$ cat config.mk
export PLATFORM = sky130hd
export DESIGN_NAME = dither_sequencer
export DESIGN_NICKNAME = d
export VERILOG_FILES = /design/src/rtl/dither_sequencer.sv
export SDC_FILE = /design/constraint.sdc
export NUM_CORES = 1
export LEC_CHECK = 0
export CORE_ASPECT_RATIO = 1.5
export CORE_MARGIN = 5
export CORE_UTILIZATION = 50
export CTS_CLUSTER_SIZE = 12
export DETAILED_ROUTE_END_ITERATION = 12
export MAX_ROUTING_LAYER = met4
export PLACE_DENSITY = 0.83
export RECOVER_POWER = 25
export SYNTH_ARGS = -nofsm -noshare
export SYNTH_HDL_FRONTEND = slang
export SYNTH_SLANG_ARGS = --single-unit
$ cat constraint.sdc
create_clock -name clk -period 4.76 [get_ports clk]
set_input_delay 0.952 -clock clk [delete_from_list [all_inputs] [get_ports clk]]
set_output_delay 0.952 -clock clk [all_outputs]
set_load 0.005 [all_outputs]
$ cat src/rtl/dither_sequencer.sv
// Address/phase sequencer for error-diffusion dithering: load, per-pixel/per-channel process, unload.
// Outputs are combinational from state/counters (done also qualified by mcu_rx_ack); stalls on mcu_tx_rdy / mcu_rx_ack.
module dither_sequencer #(
    parameter int IMAGEX     = 64,
    parameter int IMAGEY     = 64,
    parameter int CHANNELS   = 1,
    parameter int SERPENTINE = 0,
    localparam int ADDR_W    = $clog2(IMAGEX * IMAGEY),
    localparam int XW        = $clog2(IMAGEX),
    localparam int YW        = $clog2(IMAGEY),
    localparam int CW        = (CHANNELS > 1) ? $clog2(CHANNELS) : 1
) (
    input  logic              clk,
    input  logic              rst_n,
    input  logic              mcu_tx_rdy,
    input  logic              mcu_rx_ack,
    output logic [ADDR_W-1:0] png_idx,
    output logic [XW-1:0]     x_pos,
    output logic [YW-1:0]     y_pos,
    output logic [CW-1:0]     chan_idx,
    output logic              rden,
    output logic              wren,
    output logic              store_old_p,
    output logic              compare_and_store_n,
    output logic [3:0]        compute_fin,
    output logic              mcu_rx_rdy,
    output logic              busy,
    output logic              done
);

    typedef enum logic [3:0] {
        IDLE,
        LOAD,
        P_OLD,
        P_CMP,
        P_E,
        P_SW,
        P_S,
        P_SE,
        UNLOAD
    } state_t;

    localparam logic [XW-1:0] X_MAX = XW'(IMAGEX - 1);
    localparam logic [YW-1:0] Y_MAX = YW'(IMAGEY - 1);
    localparam logic [CW-1:0] C_MAX = CW'(CHANNELS - 1);

    state_t          state_q, state_d;
    logic [XW-1:0]   x_q, x_d;
    logic [YW-1:0]   y_q, y_d;
    logic [CW-1:0]   chan_q, chan_d;

    logic            rev;
    logic            ahead_ok;
    logic            behind_ok;
    logic            down_ok;
    logic            row_end;
    logic            last_raster;
    logic [3:0]      nb_vld;
    logic [3:0]      rem;
    logic            phase_adv;

    // "ahead" is the scan direction; on reverse rows the x offsets flip.
    assign rev         = (SERPENTINE != 0) && y_q[0];
    assign ahead_ok    = rev ? (x_q != '0) : (x_q != X_MAX);
    assign behind_ok   = rev ? (x_q != X_MAX) : (x_q != '0);
    assign down_ok     = (y_q != Y_MAX);
    assign nb_vld      = {ahead_ok & down_ok, down_ok, behind_ok & down_ok, ahead_ok};
    assign row_end     = rev ? (x_q == '0) : (x_q == X_MAX);
    assign last_raster = (x_q == X_MAX) && (y_q == Y_MAX);

    assign png_idx  = ADDR_W'(int'(y_q) * IMAGEX + int'(x_q));
    assign x_pos    = x_q;
    assign y_pos    = y_q;
    assign chan_idx = chan_q;
    assign busy     = (state_q != IDLE);

    always_ff @(posedge clk or negedge rst_n) begin
        if (!rst_n) begin
            state_q <= IDLE;
            x_q     <= '0;
            y_q     <= '0;
            chan_q  <= '0;
        end else begin
            state_q <= state_d;
            x_q     <= x_d;
            y_q     <= y_d;
            chan_q  <= chan_d;
        end
    end

    always_comb begin
        state_d             = state_q;
        x_d                 = x_q;
        y_d                 = y_q;
        chan_d              = chan_q;
        rden                = 1'b0;
        wren                = 1'b0;
        store_old_p         = 1'b0;
        compare_and_store_n = 1'b0;
        compute_fin         = 4'b0000;
        mcu_rx_rdy          = 1'b0;
        done                = 1'b0;
        rem                 = 4'b0000;
        phase_adv           = 1'b0;

        case (state_q)
            IDLE: begin
                if (mcu_tx_rdy) begin
                    state_d = LOAD;
                    x_d     = '0;
                    y_d     = '0;
                    chan_d  = '0;
                end
            end
            LOAD: begin
                if (mcu_tx_rdy) begin
                    wren = 1'b1;
                    if (last_raster) begin
                        state_d = P_OLD;
                        x_d     = '0;
                        y_d     = '0;
                    end else if (x_q == X_MAX) begin
                        x_d = '0;
                        y_d = y_q + YW'(1);
                    end else begin
                        x_d = x_q + XW'(1);
                    end
                end
            end
            P_OLD: begin
                rden        = 1'b1;
                store_old_p = 1'b1;
                state_d     = P_CMP;
            end
            P_CMP: begin
                wren                = 1'b1;
                compare_and_store_n = 1'b1;
                rem                 = nb_vld;
                phase_adv           = 1'b1;
            end
            P_E: begin
                compute_fin[0] = 1'b1;
                rem            = nb_vld & 4'b1110;
                phase_adv      = 1'b1;
            end
            P_SW: begin
                compute_fin[1] = 1'b1;
                rem            = nb_vld & 4'b1100;
                phase_adv      = 1'b1;
            end
            P_S: begin
                compute_fin[2] = 1'b1;
                rem            = nb_vld & 4'b1000;
                phase_adv      = 1'b1;
            end
            P_SE: begin
                compute_fin[3] = 1'b1;
                phase_adv      = 1'b1;
            end
            UNLOAD: begin
                rden       = 1'b1;
                mcu_rx_rdy = 1'b1;
                if (mcu_rx_ack) begin
                    if (last_raster) begin
                        done    = 1'b1;
                        state_d = IDLE;
                        x_d     = '0;
                        y_d     = '0;
                    end else if (x_q == X_MAX) begin
                        x_d = '0;
                        y_d = y_q + YW'(1);
                    end else begin
                        x_d = x_q + XW'(1);
                    end
                end
            end
            default: state_d = IDLE;
        endcase

        // Jump straight to the next in-image neighbour; out-of-image phases cost no cycle.
        if (phase_adv) begin
            if (rem[0]) begin
                state_d = P_E;
            end else if (rem[1]) begin
                state_d = P_SW;
            end else if (rem[2]) begin
                state_d = P_S;
            end else if (rem[3]) begin
                state_d = P_SE;
            end else if (chan_q != C_MAX) begin
                chan_d  = chan_q + CW'(1);
                state_d = P_OLD;
            end else begin
                chan_d = '0;
                if (row_end && (y_q == Y_MAX)) begin
                    state_d = UNLOAD;
                    x_d     = '0;
                    y_d     = '0;
                end else if (row_end) begin
                    state_d = P_OLD;
                    y_d     = y_q + YW'(1);
                    // The new row is odd exactly when the current one is even.
                    x_d     = ((SERPENTINE != 0) && !y_q[0]) ? X_MAX : '0;
                end else begin
                    state_d = P_OLD;
                    x_d     = rev ? (x_q - XW'(1)) : (x_q + XW'(1));
                end
            end
        end
    end

endmodule

==> results of run 1 <==
==> how the worst max path moves through the flow <==
| stage | from | depth (start not counted) | to |
|---|---|---|---|
| after floorplan | x_pos[0] | 5 | done |
| after global placement | mcu_tx_rdy | 4 | wren |
| after detailed placement | mcu_tx_rdy | 4 | wren |
| after CTS | x_pos[0] | 6 | done |
| after global routing | x_pos[0] | 6 | done |
| final | x_pos[0] | 6 | done |
==> sequential cells by signal (all words and copies together) (netlist names) <==
register	flops
chan_idx	1
state_q	4
x_pos	6
y_pos	6
==> worst max-delay path, cell delays in order, from the launching register on <==
cell and delay, ns:
sky130_fd_sc_hd__dfrtp_1 0.46, sky130_fd_sc_hd__ha_1 0.29, sky130_fd_sc_hd__and4_1 0.23, sky130_fd_sc_hd__nand2_1 0.23, sky130_fd_sc_hd__nor2_1 0.27, sky130_fd_sc_hd__and3_1 0.19
sky130_fd_sc_hd__clkdlybuf4s50_1 0.51
==> Yosys cell counts (2+ instances only) <==
master / n
sky130_fd_sc_hd__clkbuf_1: 2
sky130_fd_sc_hd__nand2_1: 20
sky130_fd_sc_hd__or3_1: 2
sky130_fd_sc_hd__nand2b_1: 3
sky130_fd_sc_hd__o21ai_0: 11
sky130_fd_sc_hd__inv_1: 5
sky130_fd_sc_hd__mux2i_1: 2
sky130_fd_sc_hd__and3_1: 4
sky130_fd_sc_hd__dfrtp_1: 17
sky130_fd_sc_hd__a21oi_1: 13
sky130_fd_sc_hd__ha_1: 3
sky130_fd_sc_hd__o31ai_1: 2
sky130_fd_sc_hd__nor2_1: 15
sky130_fd_sc_hd__nor2b_1: 2
sky130_fd_sc_hd__and3b_1: 3
sky130_fd_sc_hd__nor3_1: 4
sky130_fd_sc_hd__buf_6: 3
sky130_fd_sc_hd__a41oi_1: 2
sky130_fd_sc_hd__buf_4: 12
sky130_fd_sc_hd__o21a_1: 2
sky130_fd_sc_hd__a22o_1: 3
sky130_fd_sc_hd__nand3_1: 12
sky130_fd_sc_hd__and2_1: 5
==> through the flow <==
stage | setup slack, ns | area, µm²
floorplan | 2.38 | 1410
global placement | 1.68 | 1710
detailed placement | 1.65 | 1710
CTS | 1.37 | 1760
global route | 1.13 | 1760
finish | 1.36 | 1760
==> power breakdown <==
part           total [W]  internal, W  switching (W)
clock           0.000112    0.0000590      0.0000526
combinational   0.000109    0.0000664      0.0000425
sequential      0.000183     0.000157      0.0000253
total           0.000403     0.000283       0.000120
==> layer usage <==
layer  part of all wire, %  vias to the layer above  track usage [%]  routed length (µm)
li1                      -                      669                -                   -
met1                    43                      670             26.2                1620
met2                    52                       47             36.6                1950
met3                   4.0                        5             2.77                 149
met4                   1.1                        0             6.25                  42
met5                     0                        -                -                   0
==> area by class of cell <==
type                            instances  area share (%)
Multi-Input combinational cell        134            47.2
Sequential cell                        17            24.1
Timing Repair Buffer                   39            22.2
Tap cell                               37            2.63
Clock buffer                            3            2.34
Inverter                                5            1.07
Clock inverter                          1           0.426
==> cells by family (layout without fill, tap and decap cells) <==
| group | Yosys count | count (layout) | share of synthesized area [%] |
|---|---|---|---|
| AOI/OAI and AO/OA | 50 | 50 | 25.9 |
| xor gates and xnor gates | 1 | 1 | 0.620 |
| adders and majority gates | 3 | 3 | 2.66 |
| buffers and inverters | 23 | 48 | 11.0 |
| DFF | 17 | 17 | 30.1 |
| muxes | 3 | 3 | 2.21 |
| and+or+nand+nor | 77 | 77 | 27.5 |
==> results summary, run 1 <==
The worst hold path begins at y_pos[0]. The total detailed-routing wirelength is 3.76 mm. The flow ran to the end, and the final reports show no timing, DRC or antenna violations. The number of hold violations in the final report is 0. In this run the clock root is driven by a sky130_fd_sc_hd__clkbuf_8. The hold-critical path depth is 1.

Of the cells placed in the final design, the portion with a size suffix greater than 1 is under 10%. The number of buffer cells added on primary ports is 39. The class of the most critical hold timing path is register to register. After layout, the minimum clock period comes to 3.40 ns.

The max-slew violation total from the final report is 0. The via count of the first global-routing pass is ~1.3k. The required time reported for the critical path endpoint is 3.81 ns. The final number of setup-violating endpoints came out at 0. For this run, the share of the core covered by cells in the final layout is 65.1%. The biggest area contributor in the post-synthesis netlist is sky130_fd_sc_hd__dfrtp_1. The worst register-to-register path ends at x_pos[2]. The worst setup path is of the register to output port kind.

The count of nets left with antenna violations after detail routing came out at 0. The number of iterations in the first detailed-routing pass came out at 4. In the routed layout, each cell is associated on average with a via count of slightly below 6. At the later pin of the worst-skew pair, clock insertion delay measures 0.26 ns. The clock input transition at the sequential cells of the worst setup and hold paths is ~0.070 ns. The effective utilization at floorplan came out at 52.2%. The upper clock frequency limit came out at 0.294 GHz. The worst register-to-register path has a setup slack of about 2.4 ns. The final weighted congestion in routability-driven placement came out at 0.955. At the pin with the least slew margin, the transition time is 0.789 ns. The number of clock sinks is 17. The worst hold path terminates at y_pos[0]. The horizontal extent of the die is 53.4 µm. The most used flip-flop cell after synthesis is sky130_fd_sc_hd__dfrtp_1. The detailed placer's ending HPWL is 2.91 mm. For the worst flop-to-flop path, the logic depth is 7. Global routing consumed, over all layers together, 21.5% of the routing resources. The cell area that synthesis handed to floorplanning was 0.00141 mm².

Setup repair after global routing left no endpoint under its margin. The number of library cell types mapped by synthesis is 50. The synthesized net count came out at 181.

The worst setup path is launched from a register. The arrival time of the worst setup path is 2.44 ns. The global-route wire length before repair came out at ~6.3 mm. In the final layout, the multi-input gates occupy about 830 µm². Counting the fill cells in the layout gives approximately 260.

The share of async-settable or async-resettable flops after synthesis is 100%. After synthesis, the cell types taking the most area are sky130_fd_sc_hd__dfrtp_1 30%, sky130_fd_sc_hd__buf_4 6.4%, sky130_fd_sc_hd__nand2_1 5.3%. The setup TNS came out at 0 ns.

The count of flip-flops with a built-in enable after synthesis came out at 0. The area of the die is 0.00401 mm². The number of antenna violations at the first check in global routing is 0. The number of cells after detailed placement came out at 232. The total design power came out at 0.000403 W.

The library cell used most frequently in the layout, excluding fill and tap cells, is sky130_fd_sc_hd__clkdlybuf4s50_1. TritonCTS built the clock tree. The residual DRC count is 0. The floorplan step set the die height to 75.1 µm.

The mean area per synthesized cell is 8.12 µm². The repair_antennas step left the layout with diodes totalling 0. The synthesis-to-layout area growth is 24.7%. The leakage power is 0.690 nW.

Buffers inserted to repair hold after CTS numbered 0. The maximum clock skew at final layout is 0.00460 ns. The synthesized design contains 17 register bits. The DRC violation total after the first TritonRoute iteration came out at 39.

The remaining global-route overflow came out at 0. The register area came out at 425 µm². The worst-case IR drop observed on VDD is approximately 0.17 mV. After detailed routing, the average wire length per cell comes to ~16 µm.

The total number of yosys warnings came out at 0. Along the worst path, the maximum fanout reaches 10. The tightest hold margin came out at 0.600 ns. The total clock buffers created by CTS is 3.

The worst setup path is captured at an output port. The setup fix buffers added after clock tree synthesis came out at 0. The post-cts resize count came out at 0. In the final design database the tool counted between 200 and 250 nets.

The power per cell area came out at ~230 mW/mm². The worst register-to-register path begins at x_pos[0]. The pin count of the biggest net entering global routing came out at 18.

Leaving out filler cells and counting taps, the final layout contains 236. Synthesis produced ~170 cells. The count of standard-cell rows came out at 23. The share of Yosys cell area claimed by the top area cell type is between 30% and 40%. The top-level port count is 40. Counting along the longest clock path gives a buffer depth of 2. The worst pin sits at a relative slew slack of 47.3%. The part of the cycle the worst path needs came out at 71.4%. The core area is around 0.0027 mm². The count of vias placed by the detailed router came out at approximately 1.4k. Leaving out fill and tap cells, the most frequent cells in the layout are 38 x sky130_fd_sc_hd__clkdlybuf4s50_1, 20 x sky130_fd_sc_hd__nand2_1, 17 x sky130_fd_sc_hd__dfrtp_1. The max capacitance violation total came out at 0. The H-tree depth came out at 1.

The proportion of synthesized chip area in sequential cells came out at 30.1%.
Note: power is estimated with default switching activity, not from simulation.
==> run 2, diff against run 1 <==
- CORE_UTILIZATION: 50 -> 48
- PLACE_DENSITY: 0.83 -> 0.8
- clock period: 4.76 -> 3.6 ns (I/O delays scaled with it)
==> results summary, run 2 (synthesized netlist as in run 1, its figures left out) <==
Status: finished clean (unchanged). The peak supply drop came out at 0.181 mV (was 0.166 mV). The via count of the first global-routing pass is 1409 (was 1349). The critical path's top delay family is simple AND/OR/NAND/NOR gates (unchanged). The max-slew violation total from the final report came to 0 (unchanged). The number of antenna violations at the first check in global routing came to 0 (unchanged). The number of hold violations in the final report is 0 (unchanged). Cells along the critical path: ha_1 -> and4_1 -> nand2_1 -> nor2_1 -> and3_1 -> clkdlybuf4s50_1 (unchanged). The post-placement worst setup slack came out at 0.755 ns (was 1.65 ns). The detailed placer's ending HPWL came out at 2.74 mm (was 2.91 mm). The number of clock sinks came to 17 (unchanged). The post-cts resize count came out at 0 (unchanged). The count of fill cells added during filler insertion is 266 (was 257). The share of power burned in registers came out at 45.9% (was 45.3%). The headroom to the max-slew limit came out at 49.8% (was 47.3%). The relative contribution of the clock network to total power came out at 26.9% (was 27.7%). The setup TNS came out at 0 ns (unchanged). The reg-to-reg setup timing slack is 1.18 ns (was 2.36 ns). The buffer depth of the longest clock path came out at 2 (unchanged).

Based on the critical path, the design can be clocked at up to between 0.3 and 0.4 GHz. The setup fix buffers added after clock tree synthesis came to 0 (unchanged). The maximum fanout along the worst path is 10 (unchanged).

The hold-critical path depth is 1 (unchanged). The actual transition at the worst max-transition pin is 0.750 ns (was 0.789 ns). The routed length per placed instance came out at 15.1 µm (was 15.9 µm). The switching fraction of total power is 29.6% (was 29.9%). The logic gate share of total power came out at 27.2% (was 27.0%). The count of vias placed by the detailed router is 1403 (was 1391). RSZ-0062 raised after global routing: no (unchanged). The final weighted congestion in routability-driven placement came out at 0.885 (was 0.955). The non-filler instance count after layout came to 238 (was 236).

The effective utilization at floorplan came out at 49.0% (was 52.2%). The total detailed-routing wirelength is 3.60 mm (was 3.76 mm). The final cell area excluding filler cells came out at 0.00176 mm² (unchanged). The number of buffers inserted by hold repair at cts came out at 0 (unchanged). The part of the cycle the worst path needs came out at 88.0%. The top-level port count is 40 (unchanged). The global-route wire length before repair came out at 6.23 mm (was 6.32 mm). The number of buffer cells added on primary ports was 39 (unchanged). The number of cells after detailed placement came out at 234 (was 232). The clock tree root buffer cell is sky130_fd_sc_hd__clkbuf_8 (unchanged). Commonest cells after routing, fill and taps aside: 38 x sky130_fd_sc_hd__clkdlybuf4s50_1, 20 x sky130_fd_sc_hd__nand2_1, 17 x sky130_fd_sc_hd__dfrtp_1 (unchanged). The combined global-route utilization of all metal layers came to 19.4% (was 21.5%). The switching power total was 0.000157 W (was 0.000120 W). The final number of setup-violating endpoints came out at 0 (unchanged).

The sort of element at the start of the critical path is a register (unchanged). The total clock buffers created by CTS is 3 (unchanged). The capturing element type of the critical path is an output port (unchanged).

The most common cell after layout, fill and taps aside is sky130_fd_sc_hd__clkdlybuf4s50_1 (unchanged). The power per cell area came out at 300 mW/mm² (was 229 mW/mm²). The number of iterations in the first detailed-routing pass came out at 4 (unchanged). The origin of the worst setup path is x_pos[0] (unchanged). The DRC violation total after the first TritonRoute iteration is 118 (was 39).

The worst reg2reg path endpoint is y_pos[2] (was x_pos[2]). The synthesis-to-layout area growth came out at 24.7% (unchanged). The class of the most critical hold timing path is register to register (unchanged).

The count of standard-cell rows is 24 (was 23). The clock input transition at the sequential cells of the worst setup and hold paths is 0.07 ns (about the same). The class of the most critical setup path is register to output port (unchanged).

The TritonCTS clock tree is done (unchanged). The core area was 0.00288 mm² (was 0.00271 mm²). The startpoint of the lowest-slack register-to-register path is y_pos[0] (was x_pos[0]). The count of nets left with antenna violations after detail routing was 0 (unchanged). The number of inserted diodes was 0 (unchanged). The max capacitance violation total came out at 0 (unchanged).

The required time reported for the critical path endpoint came out at 2.88 ns (was 3.81 ns). The startpoint of the most critical hold path is x_pos[0] (was y_pos[0]). The hold-critical path endpoint is x_pos[0] (was y_pos[0]). The final worst-path setup slack is 0.431 ns (was 1.36 ns). The residual DRC count is 0 (unchanged). The number of buffer and inverter stages on the critical path came to 1 (unchanged).

The H-tree depth came to 1 (unchanged). The remaining global-route overflow came out at 0 (unchanged). The largest stage delay on the critical path is 0.50 ns (was 0.51 ns). The internal power summed over all cells came out at 0.000372 W (was 0.000283 W). The vertical extent of the die came out at 76.4 µm (was 75.1 µm). The ratio of cells with drive above 1 in the final layout is 7.04% (unchanged). The arrival time of the worst setup path came out at 2.45 ns (was 2.44 ns). The post-place instance area came to 0.00172 mm² (was 0.00171 mm²).

The leakage power is 0.694 nW (was 0.690 nW). The number of nets in the layout is 207 (unchanged). The insertion delay of the later-clocked pin in the worst-skew pair is 0.25 ns (was 0.26 ns). The maximum clock skew at final layout came out at 0.00251 ns (was 0.00460 ns). The worst reg2reg path depth came out at 7 (unchanged). The horizontal extent of the die was 54.3 µm (was 53.4 µm). The fraction of the core area covered by cells at the end of the flow is 61.1% (was 65.1%). The slowest library cell on the worst path is sky130_fd_sc_hd__clkdlybuf4s50_1 (unchanged). The per-cell via count in the routed design came to 5.89 (about the same). The pin count of the biggest net entering global routing is 18 (unchanged). The area of the die came out at 0.00415 mm² (was 0.00401 mm²). The shortest clock period the worst path allows after layout is 3.17 ns.
run 2: cell types whose count changed in the layout (fill, tap and decap cells not counted):
cell | before | now
sky130_fd_sc_hd__clkinvlp_4 | 1 | 0
sky130_fd_sc_hd__clkinv_2 | 0 | 1
run 2: power by group through the flow:
| stage | sequential, W | clock, W | combinational, W |
|---|---|---|---|
| after floorplan | 0.000240 | 0 | 0.0000803 |
| after global placement | 0.000242 | 0 | 0.000142 |
| after detailed placement | 0.000246 | 0 | 0.000146 |
| after CTS | 0.000243 | 0.000146 | 0.000146 |
| after global routing | 0.000248 | 0.000151 | 0.000160 |
| final | 0.000243 | 0.000142 | 0.000144 |
run 2: how the worst max path moves through the flow:
stage | to | depth (start not counted) | slack (ns)
2_1_floorplan | done | 5 | 1.45
3_3_place_gp | done | 6 | 0.81
3_5_place_dp | done | 6 | 0.76
4_1_cts | done | 6 | 0.46
5_1_grt | done | 6 | 0.23
6_report | done | 6 | 0.43
run 2: area by class of cell:
| cell class | instances | area [µm²] | area share, % |
|---|---|---|---|
| inverter | 5 | 18.8 | 1.07 |
| timing repair buffer | 39 | 390 | 22.2 |
| multi-input combinational | 134 | 832 | 47.2 |
| tap | 39 | 48.8 | 2.77 |
| clock buffer | 3 | 41.3 | 2.34 |
| sequential | 17 | 425 | 24.1 |
| clock inverter | 1 | 5.00 | 0.284 |
run 2: layer usage:
metal	routed length [µm]	share of wire (%)	track usage, %
met5	0	0	-
met1	1520	42	24.5
met4	65	1.8	7.48
met2	1810	50	30.6
met3	213	5.9	2.54
run 2: stage by stage:
stage | power [W] | hold slack [ns]
3_5_place_dp | 0.000392 | 0.589
4_1_cts | 0.000534 | 0.598
3_3_place_gp | 0.000384 | 0.570
2_1_floorplan | 0.000321 | 0.424
6_report | 0.000529 | 0.603
5_1_grt | 0.000560 | 0.652
run 2: worst register-to-register path: cells and delay by family, from the launching register on:
kind | cells | cell delay (ns)
AO/OA/AOI/OAI | 5 | 1.34
adder cells (fa/ha/maj) | 1 | 0.27
flip-flops | 1 | 0.46
AND/OR/NAND/NOR | 1 | 0.22
==> run 3, diff against run 2 <==
- CORE_MARGIN: 5 -> default
==> results summary, run 3 (synthesized netlist as in run 1, its figures left out) <==
The logic gate share of total power is 27.1% (was 27.2%). The number of buffers inserted by hold repair at cts was 0 (unchanged). The residual DRC count came out at 0 (unchanged). The H-tree depth is 1 (unchanged).

The switching fraction of total power is 29.5% (was 29.6%). The largest stage delay on the critical path came to 0.50 ns (about the same). The capturing element type of the critical path was an output port (unchanged).

The count of vias placed by the detailed router was 1381 (was 1403). The horizontal extent of the die was 46.3 µm (was 54.3 µm). The worst reg2reg path depth came to 7 (unchanged).

The clock input transition at the sequential cells of the worst setup and hold paths is 0.07 ns (about the same). The power per cell area is 302 mW/mm² (was 300 mW/mm²). The total detailed-routing wirelength was 3.51 mm (was 3.60 mm).

The required time reported for the critical path endpoint is 2.88 ns (about the same). The synthesis-to-layout area growth came to 24.4% (was 24.7%). The global-route wire length before repair is 5.55 mm (was 6.23 mm). The max-slew violation total from the final report came out at 0 (unchanged).

The shortest clock period the worst path allows after layout is 3.15 ns (was 3.17 ns). The insertion delay of the later-clocked pin in the worst-skew pair came out at 0.25 ns (about the same). The effective utilization at floorplan is 51.7% (was 49.0%). The sort of element at the start of the critical path was a register (unchanged). The class of the most critical hold timing path is register to register (unchanged).

The class of the most critical setup path is register to output port (unchanged). The clock tree root buffer cell is sky130_fd_sc_hd__clkbuf_8 (unchanged). The number of buffer and inverter stages on the critical path is 1 (unchanged). The area of the die came to 0.00317 mm² (was 0.00415 mm²). The number of antenna violations at the first check in global routing came out at 0 (unchanged). The part of the cycle the worst path needs was 87.6% (was 88.0%). The buffer depth of the longest clock path came to 2 (unchanged). The per-cell via count in the routed design is 5.85 (was 5.89). The reg-to-reg setup timing slack came out at 1.16 ns (was 1.18 ns). The hold-critical path endpoint is y_pos[0] (was x_pos[0]). The number of buffer cells added on primary ports is 39 (unchanged). The final number of setup-violating endpoints came out at 0 (unchanged). The startpoint of the lowest-slack register-to-register path is x_pos[0] (was y_pos[0]). The actual transition at the worst max-transition pin is 0.761 ns (was 0.750 ns). The share of power burned in registers was 45.8% (was 45.9%). The count of fill cells added during filler insertion came out at 243 (was 266).

The total clock buffers created by CTS came out at 3 (unchanged). The switching power total is 0.000156 W (was 0.000157 W). RSZ-0062 raised after global routing: no (unchanged).

The leakage power came out at 0.691 nW (was 0.694 nW). Cells along the critical path: ha_1 -> and4_1 -> nand2_1 -> nor2_1 -> and3_1 -> clkdlybuf4s50_1 (unchanged). The setup fix buffers added after clock tree synthesis is 0 (unchanged). The number of nets in the layout came to 207 (unchanged). The vertical extent of the die came out at 68.4 µm (was 76.4 µm). The number of inserted diodes came out at 0 (unchanged).

The number of iterations in the first detailed-routing pass is 4 (unchanged). The final weighted congestion in routability-driven placement came out at 0.879 (was 0.885). The detailed placer's ending HPWL came out at 2.66 mm (was 2.74 mm). The number of clock sinks is 17 (unchanged). The maximum fanout along the worst path came out at 10 (unchanged). The total design power came out at 0.000531 W (was 0.000529 W). The headroom to the max-slew limit was 49.1% (was 49.8%).

The startpoint of the most critical hold path is y_pos[0] (was x_pos[0]). The top-level port count came out at 40 (unchanged). The setup TNS is 0 ns (unchanged).

The most common cell after layout, fill and taps aside was sky130_fd_sc_hd__clkdlybuf4s50_1 (unchanged). The internal power summed over all cells is 0.000374 W (was 0.000372 W). The TritonCTS clock tree is done (unchanged).

The count of standard-cell rows is 23 (was 24). The hold-critical path depth is 1 (unchanged). The remaining global-route overflow is 0 (unchanged).

The pin count of the biggest net entering global routing came out at 18 (unchanged). Commonest cells after routing, fill and taps aside: 38 x sky130_fd_sc_hd__clkdlybuf4s50_1, 20 x sky130_fd_sc_hd__nand2_1, 17 x sky130_fd_sc_hd__dfrtp_1 (unchanged). The core area came to 0.00273 mm² (was 0.00288 mm²). The slowest library cell on the worst path is sky130_fd_sc_hd__clkdlybuf4s50_1 (unchanged). The worst reg2reg path endpoint is y_pos[0] (was y_pos[2]).

The count of nets left with antenna violations after detail routing came out at 0 (unchanged). The post-cts resize count was 0 (unchanged). Status: finished clean (unchanged). The arrival time of the worst setup path came to 2.43 ns (was 2.45 ns). The via count of the first global-routing pass is 1263 (was 1409). The DRC violation total after the first TritonRoute iteration is 40 (was 118). The peak supply drop came out at 0.183 mV (was 0.181 mV). The maximum clock skew at final layout is 0.00259 ns (was 0.00251 ns). The upper clock frequency limit came out at 0.317 GHz (was 0.316 GHz). The routed length per placed instance is 14.9 µm (was 15.1 µm). The fraction of the core area covered by cells at the end of the flow is 64.3% (was 61.1%). The relative contribution of the clock network to total power is 27.1% (was 26.9%). The critical path's top delay family is simple AND/OR/NAND/NOR gates (unchanged). The number of hold violations in the final report came out at 0 (unchanged). The max capacitance violation total is 0 (unchanged). The combined global-route utilization of all metal layers is 24.8% (was 19.4%). The ratio of cells with drive above 1 in the final layout came out at 6.53% (was 7.04%).
## run 3: changes by cell type in the layout (fill, tap and decap cells not counted), sizes merged
cell	previous run	this run
clkbuf	3	4
clkinv	1	0
## run 3: layout make-up
cell class	count	area [µm²]	share of cell area (%)
clock buffer	4	45.0	2.56
timing repair buffer	39	390	22.2
tap	37	46.3	2.63
inverter	5	18.8	1.07
sequential	17	425	24.2
multi-input combinational	134	832	47.3
## run 3: worst max-delay path by stage
stage	from	to	slack, ns	depth (start not counted)
detailed placement	x_pos[0]	done	0.76	6
CTS	x_pos[0]	done	0.47	6
finish	x_pos[0]	done	0.45	6
global placement	x_pos[0]	done	0.83	6
floorplan	x_pos[0]	done	1.45	5
global route	x_pos[0]	done	0.32	6
## run 3: per-layer routing
layer	GRT usage, %	vias to the layer above	routed length [µm]
li1	-	674	-
met1	28.4	638	1470
met2	41.0	55	1800
met3	2.64	14	143
met4	14.0	0	107
met5	-	-	0
## run 3: through the flow
stage               worst slack, ns  instances  cell area (µm²)  hold slack, ns
global placement              0.828        232             1710           0.571
global route                  0.320        236             1760           0.620
finish                        0.446        236             1760           0.604
floorplan                      1.45        174             1410           0.424
CTS                           0.466        236             1760           0.605
detailed placement            0.758        232             1710           0.589
## run 3: power by group through the flow
stage                     sequential, W  combinational, W  clock [W]
after detailed placement       0.000246          0.000143          0
after global routing           0.000249          0.000158   0.000150
after CTS                      0.000243          0.000144   0.000145
after global placement         0.000243          0.000140          0
after floorplan                0.000240         0.0000803          0
final                          0.000243          0.000144   0.000144
